[config.mk]
export PLATFORM = sky130hd
export DESIGN_NAME = muldiv_unit
export DESIGN_NICKNAME = d
export VERILOG_FILES = /design/src/rtl/muldiv_unit.sv
export SDC_FILE = /design/constraint.sdc
export NUM_CORES = 1
export LEC_CHECK = 0
export ABC_AREA = 1
export CAP_MARGIN = 10
export CORE_MARGIN = 1.5
export CORE_UTILIZATION = 30
export DETAILED_ROUTE_END_ITERATION = 6
export GPL_ROUTABILITY_DRIVEN = 0
export SLEW_MARGIN = 20
export SYNTH_ARGS = -nofsm -noshare
export SYNTH_HDL_FRONTEND = slang
export SYNTH_SLANG_ARGS = --single-unit
[constraint.sdc]
create_clock -name clk -period 10.55 [get_ports clk]
set_input_delay 1.5825 -clock clk [delete_from_list [all_inputs] [get_ports clk]]
set_output_delay 1.5825 -clock clk [all_outputs]
set_load 0.01 [all_outputs]
[src/rtl/muldiv_unit.sv]
// Iterative radix-2 multiply / restoring divide. start accepted only when idle; result and done come XLEN+2 cycles later.
// No backpressure on the result: done is a one-cycle pulse, and busy stalls the upstream while an operation is in flight.
module muldiv_unit #(
    parameter int XLEN = 32
) (
    input  logic            clk,
    input  logic            reset,
    input  logic            start,
    input  logic [2:0]      op,
    input  logic [4:0]      rd_addr,
    input  logic [XLEN-1:0] operand_a,
    input  logic [XLEN-1:0] operand_b,
    input  logic            abort,
    output logic            busy,
    output logic            done,
    output logic [XLEN-1:0] result,
    output logic [4:0]      result_addr
);

    localparam int CW = $clog2(XLEN);
    localparam logic [CW-1:0] LAST = CW'(XLEN - 1);

    typedef enum logic [1:0] {IDLE, RUN, FIX, DONE} state_t;

    state_t state, state_nxt;

    logic [CW-1:0]     cnt;
    logic [2:0]        cur_op;
    logic [4:0]        cur_rd;
    logic [XLEN-1:0]   a_mag, b_mag, rem;
    logic              neg_a, neg_b;
    logic [2*XLEN-1:0] acc;

    logic              sgn_in, launch;
    logic [XLEN-1:0]   abs_a, abs_b;
    logic [XLEN:0]     mul_sum, div_cand;
    logic              div_ge;
    logic [XLEN-1:0]   div_diff;
    logic [2*XLEN-1:0] prod;
    logic [XLEN-1:0]   quo, rmd, fix_val;

    assign busy   = (state != IDLE);
    assign done   = (state == DONE);
    assign launch = (state == IDLE) && start && !abort;

    // MULH, DIV and REM operate on magnitudes; the signs are re-applied in FIX.
    always_comb begin
        sgn_in = op[2] ? !op[0] : (op[1:0] == 2'b10);
        abs_a  = (sgn_in && operand_a[XLEN-1]) ? -operand_a : operand_a;
        abs_b  = (sgn_in && operand_b[XLEN-1]) ? -operand_b : operand_b;
    end

    always_ff @(posedge clk or posedge reset) begin
        if (reset) state <= IDLE;
        else       state <= state_nxt;
    end

    always_comb begin
        state_nxt = state;
        unique case (state)
            IDLE:    if (start && !abort) state_nxt = RUN;
            RUN:     if (abort) state_nxt = IDLE;
                     else if (cnt == LAST) state_nxt = FIX;
            FIX:     state_nxt = abort ? IDLE : DONE;
            DONE:    state_nxt = IDLE;
            default: state_nxt = IDLE;
        endcase
    end

    // acc holds {partial product, unconsumed multiplier} for multiply, or the
    // dividend shifting out of acc[XLEN-1] while quotient bits shift in at the bottom.
    always_comb begin
        mul_sum  = {1'b0, acc[2*XLEN-1:XLEN]} + (acc[0] ? {1'b0, a_mag} : '0);
        div_cand = {rem, acc[XLEN-1]};
        div_ge   = div_cand >= {1'b0, b_mag};
        div_diff = div_cand[XLEN-1:0] - b_mag;
    end

    always_comb begin
        prod = (neg_a ^ neg_b) ? -acc : acc;
        quo  = (neg_a ^ neg_b) ? -acc[XLEN-1:0] : acc[XLEN-1:0];
        rmd  = neg_a ? -rem : rem;
        if (b_mag == '0) quo = '1;
        unique case (cur_op)
            3'b001, 3'b010: fix_val = prod[2*XLEN-1:XLEN];
            3'b100, 3'b101: fix_val = quo;
            3'b110, 3'b111: fix_val = rmd;
            default:        fix_val = prod[XLEN-1:0];
        endcase
    end

    always_ff @(posedge clk or posedge reset) begin
        if (reset) begin
            cnt         <= '0;
            cur_op      <= '0;
            cur_rd      <= '0;
            a_mag       <= '0;
            b_mag       <= '0;
            rem         <= '0;
            neg_a       <= 1'b0;
            neg_b       <= 1'b0;
            acc         <= '0;
            result      <= '0;
            result_addr <= '0;
        end else begin
            unique case (state)
                IDLE: begin
                    if (launch) begin
                        cur_op <= op;
                        cur_rd <= rd_addr;
                        a_mag  <= abs_a;
                        b_mag  <= abs_b;
                        neg_a  <= sgn_in && operand_a[XLEN-1];
                        neg_b  <= sgn_in && operand_b[XLEN-1];
                        rem    <= '0;
                        cnt    <= '0;
                        acc    <= {{XLEN{1'b0}}, (op[2] ? abs_a : abs_b)};
                    end
                end
                RUN: begin
                    cnt <= (cnt == LAST) ? '0 : cnt + CW'(1);
                    if (cur_op[2]) begin
                        rem            <= div_ge ? div_diff : div_cand[XLEN-1:0];
                        acc[XLEN-1:0]  <= {acc[XLEN-2:0], div_ge};
                    end else begin
                        acc <= {mul_sum, acc[XLEN-1:1]};
                    end
                end
                FIX: begin
                    if (!abort) begin
                        result      <= fix_val;
                        result_addr <= cur_rd;
                    end
                end
                default: ;
            endcase
        end
    end

endmodule

======== Yosys cells after proc, flatten, opt, wreduce, memory -nomap -nowiden ========
Index checks and enable logic that the tools add are counted.
word-level totals
  flip-flop bits (word level) ............. 214
  bits in latches ......................... 0
  bits in writable memories ............... 0
  ROM bits ................................ 0
  bits of input ports ..................... 76
  output and inout bits ................... 39
  logic and storage cells ................. 86
  memories kept ........................... 0
operators by class
  add/sub/neg operators ................... 8
  $mul .................................... 0
  divide/modulo/power cells ............... 0
  magnitude comparators ................... 1
  eq/ne operators ......................... 16
  shift-type cells ........................ 0
  mux-type cells .......................... 26
  bitwise operators ....................... 2
  reductions and logical operators ........ 20
operators by type and width
  cell                                                            number
  32-bit 2-to-1 mux                                               12
  64-bit 2-to-1 mux                                               2
  32-bit negation                                                 4
  64-bit case mux with 2 select lines                             1
  32-bit case mux with 3 select lines                             1
  64-bit negation                                                 1
  32-bit case mux with 2 select lines                             1
  32-bit by 32-bit adder with 33-bit output                       1
  33-bit by 32-bit greater-or-equal comparator with 1-bit output  1
  32-bit logical NOT                                              1
  32-bit subtractor                                               1
  3-bit == test (second input constant)                           4
  5-bit 2-to-1 mux                                                2
  5-bit case mux with 2 select lines                              1
  2-bit 2-to-1 mux                                                4
  2-bit case mux with 4 select lines                              1
  2-bit AND reduction                                             4
  2-bit == test (second input constant)                           3
  2-bit inequality test (second input constant)                   3
  3-bit AND reduction                                             2
  2-bit OR reduction                                              3
  5-bit by 1-bit adder with 5-bit output (second input constant)  1
  5-bit == test (second input constant)                           1
  1-bit logical AND                                               5
  11 further kinds                                                13

======== Logic depth before layout (Yosys ltp) ========
Gate-level depths: netlist of the first run.
  word-level depth ........................ 7
  depth in mapped cells ................... 19
  mapped depth without buffers ............ 17

======== Worst setup path after synthesis of the first run ========
OpenSTA, ideal clock, no wires.
  kind .................................... input to register
  start ................................... in operand_b[0]
  end ..................................... reg acc[26]
  setup time .............................. 129 ps
  arrival ................................. 2767 ps
  data required time ...................... 10421 ps
  path slack .............................. 7654 ps
  cell stages on the path ................. 10
  path buffers ............................ 0
  cell sequence ........................... inv_1 -> ha_1 -> nand4_1 -> nor2_1 -> nand3_1 -> nand2_1 -> xor2_1 -> nand2_1 -> nand3_1 -> a21oi_1
between the ends
  word-level cells in the longest chain between the ends .. 5
RTL lines
  item                                 RTL line  source
  start: declaration                   12        input logic [XLEN-1:0] operand_b,
  32-bit negation                      50        abs_b = (sgn_in && operand_b[XLEN-1]) ? -operand_b : operand_b;
  32-bit 2-to-1 mux                    50
  32-bit 2-to-1 mux                    117       acc <= {{XLEN{1'b0}}, (op[2] ? abs_a : abs_b)};
  64-bit 2-to-1 mux                    108       if (launch) begin
  64-bit case mux with 2 select lines  106       unique case (state)
  end signal: assignment               117
  end signal: indexed assignment       124       acc[XLEN-1:0] <= {acc[XLEN-2:0], div_ge};
  end signal: assignment               126       acc <= {mul_sum, acc[XLEN-1:1]};
  end: declaration                     32        logic [2*XLEN-1:0] acc;
No other way between the ends. The select of a mux whose other input is x is not followed.
A chain may end at the register's enable or synchronous reset.

======== Final worst setup path of the first run ========
  start ................................... in abort
  end ..................................... reg acc[42]
between the ends
  word-level cells in the longest chain between the ends .. 4
RTL lines
  item                             RTL line  source
  start: declaration               13        input logic abort,
  1-bit logical NOT                n/a
  1-bit logical AND                44        assign launch = (state == IDLE) && start && !abort;
  2-bit inequality test (no line)  n/a
  3-bit AND reduction (no line)    n/a
No other way between the ends.

==> results summary, run 1 <==
The run finished with clean final reports. The number of DRC violations after detailed routing is 0. The via total after detailed routing is 21100. The most critical setup path has its startpoint at abort. The largest single stage delay on the critical path is 0.82 ns. The placed wire-length estimate after detailed placement is 59400 µm. The vertical die dimension came out at 258 µm.

The final net count came out at 3378. Counting every net in the synthesized netlist gives 3321. The number of global-route vias before repair is 19400.

The initial antenna violation count came out at 0. The post-synthesis instance area is 0.0195 mm². The category of cells accounting for the largest share of critical-path delay is buffers and inverters. The count of nets left with antenna violations once routing finished came out at 0. The row count is 93.

The number of optimization iterations in the first detailed-route pass came out at 7. The worst setup path is of the in -> reg kind. The aggregate global-route resource usage is 0.218. Summed over all layers, the routed wires come to 73600 µm.

Of all cell types, the one taking the most synthesized area is sky130_fd_sc_hd__dfrtp_1. Yosys mapped the design onto 51 distinct sky130hd cell types. In the final timing run, aggregate negative setup slack is 0 ns.

The setup skew after layout is 0.0177 ns. In this run, the number of DRC markers left after iteration 0 of detailed routing was 2442. The path class of the tightest hold or removal check is reg -> reg. The most common cell after layout, fill and taps aside is sky130_fd_sc_hd__nand2_1.

In the finished design, the share of the clock period the worst path needs comes to 0.487. Clock tree synthesis found a total of 214 sinks. In the post-synthesis netlist, the biggest area contributors are sky130_fd_sc_hd__dfrtp_1 (28%), sky130_fd_sc_hd__nand2_1 (18%), sky130_fd_sc_hd__nand3_1 (8.9%). STA classifies the critical path startpoint as a primary input. The global-route congestion overflow total came out at 0. The first global-routing pass estimated 114000 µm of wire.

The highest achievable clock rate came out at 195 MHz. The maximum clock path buffer count came out at 3. The normalized max-slew margin is 0.285. The ratio of cells with drive above 1 in the final layout is 0.0453. The share of synthesized flip-flops with an asynchronous set or reset is 1.00. The post-synthesis cell count came out at 3173.

The maximum number of pins on one net before global-route repair is 92. The total power draw came out at 0.00751 W. The count of endpoints failing hold in the final timing report came out at 0. The measured slew at the worst slew-check pin is 1.07 ns. The antenna diode count is 0. The power density over the cells came out at 338 mW/mm². The required time of the worst setup path is 11.02 ns. The slack of the worst reg-to-reg path came out at 6.55 ns.

TritonCTS built the clock tree. The Yosys warning count is 0. The leakage power is 11.0 nW. The clock input transition at the sequential cells of the worst setup and hold paths is 0.06 ns.

Traced cell by cell, the critical path runs through clkdlybuf4s50_1 > inv_1 > nand3_2 > buf_4 > inv_2 > nor2_4 > inv_1 > nand2_1 > inv_1 > o21ai_0. The post-synthesis sequential area ratio came out at 0.275. The per-instance average area after synthesis is 6.14 µm².

The worst voltage drop across the vdd grid came out at 0.176 mV. The cell that appears most often on the critical path is sky130_fd_sc_hd__inv_1. The mean number of vias per cell is 5.16.

The largest fanout on the critical path came out at 59. Post-CTS timing repair inserted 0 buffers for setup. The commonest register cell after synthesis is sky130_fd_sc_hd__dfrtp_1.

For this design, the slowest cell found on the critical path is sky130_fd_sc_hd__nor2_4. The later pin in the worst-skew pair is clocked with a latency of 0.56 ns. The number of cells on the worst reg-to-reg path is 8. The placeable core area came out at 0.0643 mm². The share of synthesized area in the top cell type comes to 0.275. The arrival time of data at the critical path endpoint came out at 5.61 ns. The max-capacitance violation count is 0.

The final count of negative-setup-slack endpoints came out at 0. Counting flops with a built-in enable in the synthesized netlist gives 0. The number of buffer and inverter instances along the worst setup path came out at 6.

STA classifies the critical path endpoint as a flop. The signed area change from the synthesized netlist to the final layout is 14.0%. The total CTS buffers came out at 26.

The number of pins with negative max-slew slack in the final report is 0. The critical path ends at acc[42]. The number of hold-repair buffers added at the cts stage is 0.

Setup repair after global routing left no endpoint under its margin. The count of H-tree levels built during CTS came out at 1. The worst register-to-register path ends at acc[42]. The top cell types in the final layout, fill and taps aside, are sky130_fd_sc_hd__nand2_1 (957), sky130_fd_sc_hd__inv_1 (381), sky130_fd_sc_hd__nor2_1 (370). The I/O pin count came out at 115. The routed wire length per instance came out at 17.9 µm. For this configuration, the core starts out at a cell density of 0.303. The area enclosed by the die boundary is 0.0664 mm². The path length in cells of the critical path came out at 10. The horizontal die dimension is 258 µm. The register bit count reported by yosys is 214. Gates resized during post-CTS repair numbered 0. The minimum period implied by the final worst setup slack is 5.14 ns. The root buffer cell chosen for the clock tree is sky130_fd_sc_hd__clkbuf_16. The startpoint identified for the worst register-to-register timing path is state[0].

Buffers placed on the I/O ports in this run total 114.
logic make-up after synthesis:
logic type | share of synthesized area
AO/OA/AOI/OAI | 0.142
XOR/XNOR | 0.0297
adder cells (fa/ha/maj) | 0.0470
buffers and inverters | 0.101
flip-flops | 0.275
AND/OR/NAND/NOR | 0.405
synth_stat cells, types with 5 or more instances:
cell and instances:
sky130_fd_sc_hd__nand2_1 959, sky130_fd_sc_hd__nor3_1 32, sky130_fd_sc_hd__nand3_1 347, sky130_fd_sc_hd__clkbuf_1 48
sky130_fd_sc_hd__buf_4 5, sky130_fd_sc_hd__o211ai_1 18, sky130_fd_sc_hd__inv_2 9, sky130_fd_sc_hd__o21ai_1 17
sky130_fd_sc_hd__nand2_2 17, sky130_fd_sc_hd__o21ai_0 171, sky130_fd_sc_hd__xor2_1 45, sky130_fd_sc_hd__o22ai_1 14
sky130_fd_sc_hd__a221oi_1 32, sky130_fd_sc_hd__nor2_2 17, sky130_fd_sc_hd__xnor2_1 21, sky130_fd_sc_hd__or2_2 14
sky130_fd_sc_hd__buf_2 41, sky130_fd_sc_hd__ha_1 70, sky130_fd_sc_hd__o21a_1 6, sky130_fd_sc_hd__nor2_4 7
sky130_fd_sc_hd__a21boi_0 7, sky130_fd_sc_hd__a21oi_1 139, sky130_fd_sc_hd__nand3b_1 21, sky130_fd_sc_hd__inv_1 383
sky130_fd_sc_hd__a22oi_1 14, sky130_fd_sc_hd__nor2_1 372, sky130_fd_sc_hd__nand4_1 42, sky130_fd_sc_hd__a31oi_1 28
sky130_fd_sc_hd__nand3_2 5, sky130_fd_sc_hd__dfrtp_1 214, sky130_fd_sc_hd__buf_6 6, sky130_fd_sc_hd__o21bai_1 7
final cells by class:
class	instances	area, µm²
fill	7077	42100
clock inverter	9	78.8
multi-input combinational	2465	12200
timing repair buffer	131	1270
sequential	214	5360
clock buffer	36	769
inverter	392	1480
tap	855	1070
per-stage QoR:
stage           util  setup slack [ns]  hold WS, ns  area, µm²  cells
3_5_place_dp   0.332              4.92        0.468      21300   4057
5_1_grt        0.345              5.09        0.507      22200   4102
2_1_floorplan      -              3.12        0.449      19500   3173
6_report       0.345              5.41        0.481      22200   4102
4_1_cts        0.345              5.49        0.484      22200   4102
3_3_place_gp   0.332              4.94        0.466      21300   4057
worst min-delay path, stage by stage (launching register included):
cell	delay, ns
sky130_fd_sc_hd__dfrtp_1	0.34
sky130_fd_sc_hd__nand2_1	0.05
sky130_fd_sc_hd__nand2_1	0.05
registers in the layout, summed over array words and instances (netlist names), 2 cells and up:
register / cells
result_addr: 5
a_mag: 32
acc: 64
state: 2
rem: 32
b_mag: 32
cur_rd: 5
cnt: 5
result: 32
cur_op: 3
worst min path at each step:
| stage | start | end | slack, ns | depth (start not counted) |
|---|---|---|---|---|
| after floorplan | a_mag[11] | a_mag[11] | 0.45 | 2 |
| after global placement | result[25] | result[25] | 0.47 | 2 |
| after detailed placement | result[29] | result[29] | 0.47 | 2 |
| after CTS | result[29] | result[29] | 0.48 | 2 |
| after global routing | result[29] | result[29] | 0.51 | 2 |
| final | result[29] | result[29] | 0.48 | 2 |
per-layer routing:
layer	vias to the layer above	share of wire	GRT usage
li1	10500	-	-
met1	9738	0.46	0.320
met2	838	0.43	0.332
met3	105	0.078	0.0264
met4	0	0.030	0.0666
met5	-	0	0
power by group:
part	internal [W]	leakage [nW]	total [W]	switching [W]
Combinational	0.00163	7.91	0.00494	0.00331
Clock	0.000530	0.418	0.000908	0.000378
Sequential	0.00119	2.65	0.00167	0.000476
Note: power is estimated with default switching activity, not from simulation.
==> run 2, diff against run 1 <==
==> constraint.sdc (replaced) <==
create_clock -name clk -period 5.28 [get_ports clk]
set_input_delay 0.792 -clock clk [delete_from_list [all_inputs] [get_ports clk]]
set_output_delay 0.792 -clock clk [all_outputs]
set_load 0.01 [all_outputs]
==> results summary, run 2 (synthesized netlist as in run 1, its figures left out) <==
The first-pass GRT wire length came out at 117000 µm (was 114000 µm). The measured slew at the worst slew-check pin was 1.07 ns (about the same). The number of optimization iterations in the first detailed-route pass came out at 6 (was 7). The normalized max-slew margin is 0.284 (was 0.285).

The power density over the cells is 687 mW/mm² (was 338 mW/mm²). The ratio of cells with drive above 1 in the final layout is 0.0467 (was 0.0453). The worst-case setup margin in the final layout came out at 2.13 ns (was 5.41 ns). The number of hold-repair buffers added at the cts stage came to 0 (unchanged).

The placeable core area came to 0.0643 mm² (unchanged). The row count came out at 93 (unchanged). The I/O pin count came out at 115 (unchanged).

The total power draw came out at 0.0153 W (was 0.00751 W). The worst min-delay path category was reg -> reg (unchanged). The maximum clock path buffer count is 3 (unchanged). The signed area change from the synthesized netlist to the final layout is 14.7% (was 14.0%). The highest achievable clock rate came out at 318 MHz.

The total CTS buffers is 27 (was 26). Run status: finished clean (unchanged). The setup skew after layout is 0.0118 ns (was 0.0177 ns). The sink count of the clock tree is 214 (unchanged). The launch point of the worst hold path was result[19] (was result[29]). Setup repair after global routing missed its margin: no (unchanged).

The effective utilization at floorplan came to 0.303 (unchanged). The worst voltage drop across the vdd grid came out at 0.337 mV (was 0.176 mV). The number of DRC violations after detailed routing was 0 (unchanged).

The share of the core filled with cells in the final layout was 0.347 (was 0.345). The launch point of the worst reg-to-reg path is state[1] (was state[0]). The number of global-route vias before repair was 19800 (was 19400). The count of H-tree levels built during CTS came to 1 (unchanged). The initial antenna violation count is 0 (unchanged). The standard cell area after detailed placement is 0.0214 mm² (was 0.0213 mm²). The final count of negative-setup-slack endpoints came out at 0 (unchanged). The number of pins with negative max-slew slack in the final report came out at 0 (unchanged).

The final setup TNS came out at 0 ns (unchanged). The routed wire length per instance was 18.5 µm (was 17.9 µm). The critical path endpoint category is a flop (unchanged).

The delay of the slowest critical-path stage came out at 0.77 ns (was 0.82 ns). The horizontal die dimension is 258 µm (unchanged). Subtracting the final worst setup slack from the clock period gives 3.15 ns. The flip-flop count of the largest register after layout came to 64 (unchanged).

The mean number of vias per cell came out at 5.22 (was 5.16). The critical path startpoint is state[1] (was abort). The critical path startpoint category is a flop (was primary input). The final net count came out at 3381 (was 3378). The leakage power was 11.0 nW (about the same). The routed wire length is 75800 µm (was 73600 µm). The number of cells upsized or downsized after cts is 0 (unchanged). The vertical die dimension came to 258 µm (unchanged). The max-capacitance violation count is 0 (unchanged). The clock input transition at the sequential cells of the worst setup and hold paths came to 0.06 ns (about the same). The worst slack after detailed placement is 1.87 ns (was 4.92 ns). Cells along the critical path: inv_1 > nand2_2 > nor2_4 > inv_1 > nand2_1 > inv_1 > o21ai_0 (was clkdlybuf4s50_1 > inv_1 > nand3_2 > buf_4 > inv_2 > nor2_4 > inv_1 > nand2_1 > inv_1 > o21ai_0). The arrival time of data at the critical path endpoint came to 3.62 ns (was 5.61 ns).

The required time of the worst setup path came out at 5.75 ns (was 11.02 ns). The critical setup path kind was reg -> reg (was in -> reg). The category of cells accounting for the largest share of critical-path delay was simple AND/OR/NAND/NOR gates (was buffers and inverters). The via total after detailed routing came out at 21400 (was 21100). The count of endpoints failing hold in the final timing report came out at 0 (unchanged). The number of buffer and inverter instances along the worst setup path is 3 (was 6). The total setup buffers inserted after CTS is 0 (unchanged).

The area enclosed by the die boundary came to 0.0664 mm² (unchanged). The cell occurring most often along the worst timing path is sky130_fd_sc_hd__inv_1 (unchanged). The number of buffer cells added on primary ports came out at 114 (unchanged).

The register with the most flip-flops was acc (unchanged). The CTS tree is built (unchanged). The most common cell after layout, fill and taps aside was sky130_fd_sc_hd__nand2_1 (unchanged). The maximum number of pins on one net before global-route repair is 161 (was 92). The global-route congestion overflow total came out at 0 (unchanged). The violation count after the first detailed-route iteration came to 2390 (was 2442). Leading cell types in the layout, fill and taps excluded: sky130_fd_sc_hd__nand2_1 (957), sky130_fd_sc_hd__inv_1 (381), sky130_fd_sc_hd__nor2_1 (370) (unchanged). The aggregate global-route resource usage is 0.224 (was 0.218). The cell at the root of the clock tree is sky130_fd_sc_hd__clkbuf_16 (unchanged). The final non-filler cell area is 0.0223 mm² (was 0.0222 mm²). The placed wire-length estimate after detailed placement came to 60400 µm (was 59400 µm). The clock latency reported for the late side of the worst-skew pair is 0.57 ns (was 0.56 ns). The remaining antenna violation count after routing came out at 0 (unchanged).

Of the available clock period, the critical path in the final layout requires 0.596. The largest fanout on the critical path is 35 (was 59). The slowest cell on the critical path is sky130_fd_sc_hd__nor2_4 (unchanged). The antenna diode count came out at 0 (unchanged).
run 2: layout make-up:
class,instances,area (µm²)
Clock buffer,37,783
Clock inverter,11,165
Fill cell,7001,42000
Inverter,392,1480
Multi-Input combinational cell,2465,12200
Sequential cell,214,5360
Tap cell,855,1070
Timing Repair Buffer,133,1300
run 2: per-stage QoR:
stage | cells | hold slack [ns]
floorplan | 3173 | 0.449
global placement | 4059 | 0.466
detailed placement | 4059 | 0.467
CTS | 4107 | 0.484
global route | 4107 | 0.490
finish | 4107 | 0.478
run 2: where the power goes:
group          leakage (nW)  total [W]  switching (W)  internal, W
logic                  7.92    0.00994        0.00667      0.00327
clock network         0.467    0.00202       0.000790      0.00123
registers              2.65    0.00338        0.00100      0.00238
run 2: worst min-delay path: cells and delay by family, from the launching register on:
family,cells,cell delay [ns]
AND/OR/NAND/NOR,2,0.10
flip-flops,1,0.34
run 2: path summary, 6_finish.rpt:
path                               to  slack (ns)  depth (start not counted)
max                           acc[43]        2.13                          7
min                        result[19]        0.48                          2
max reg2reg                   acc[43]        2.13                          7
min reg2reg                result[19]        0.48                          2
max in group asynchronous      cnt[0]        3.65                          3
min in group asynchronous  result[14]        0.76                          3
run 2: layer usage:
metal | track usage | vias up | wire length (µm)
li1 | - | 10500 | -
met1 | 0.324 | 9898 | 34100
met2 | 0.344 | 947 | 32700
met3 | 0.0299 | 116 | 6720
met4 | 0.0686 | 0 | 2310
met5 | 0 | - | 0
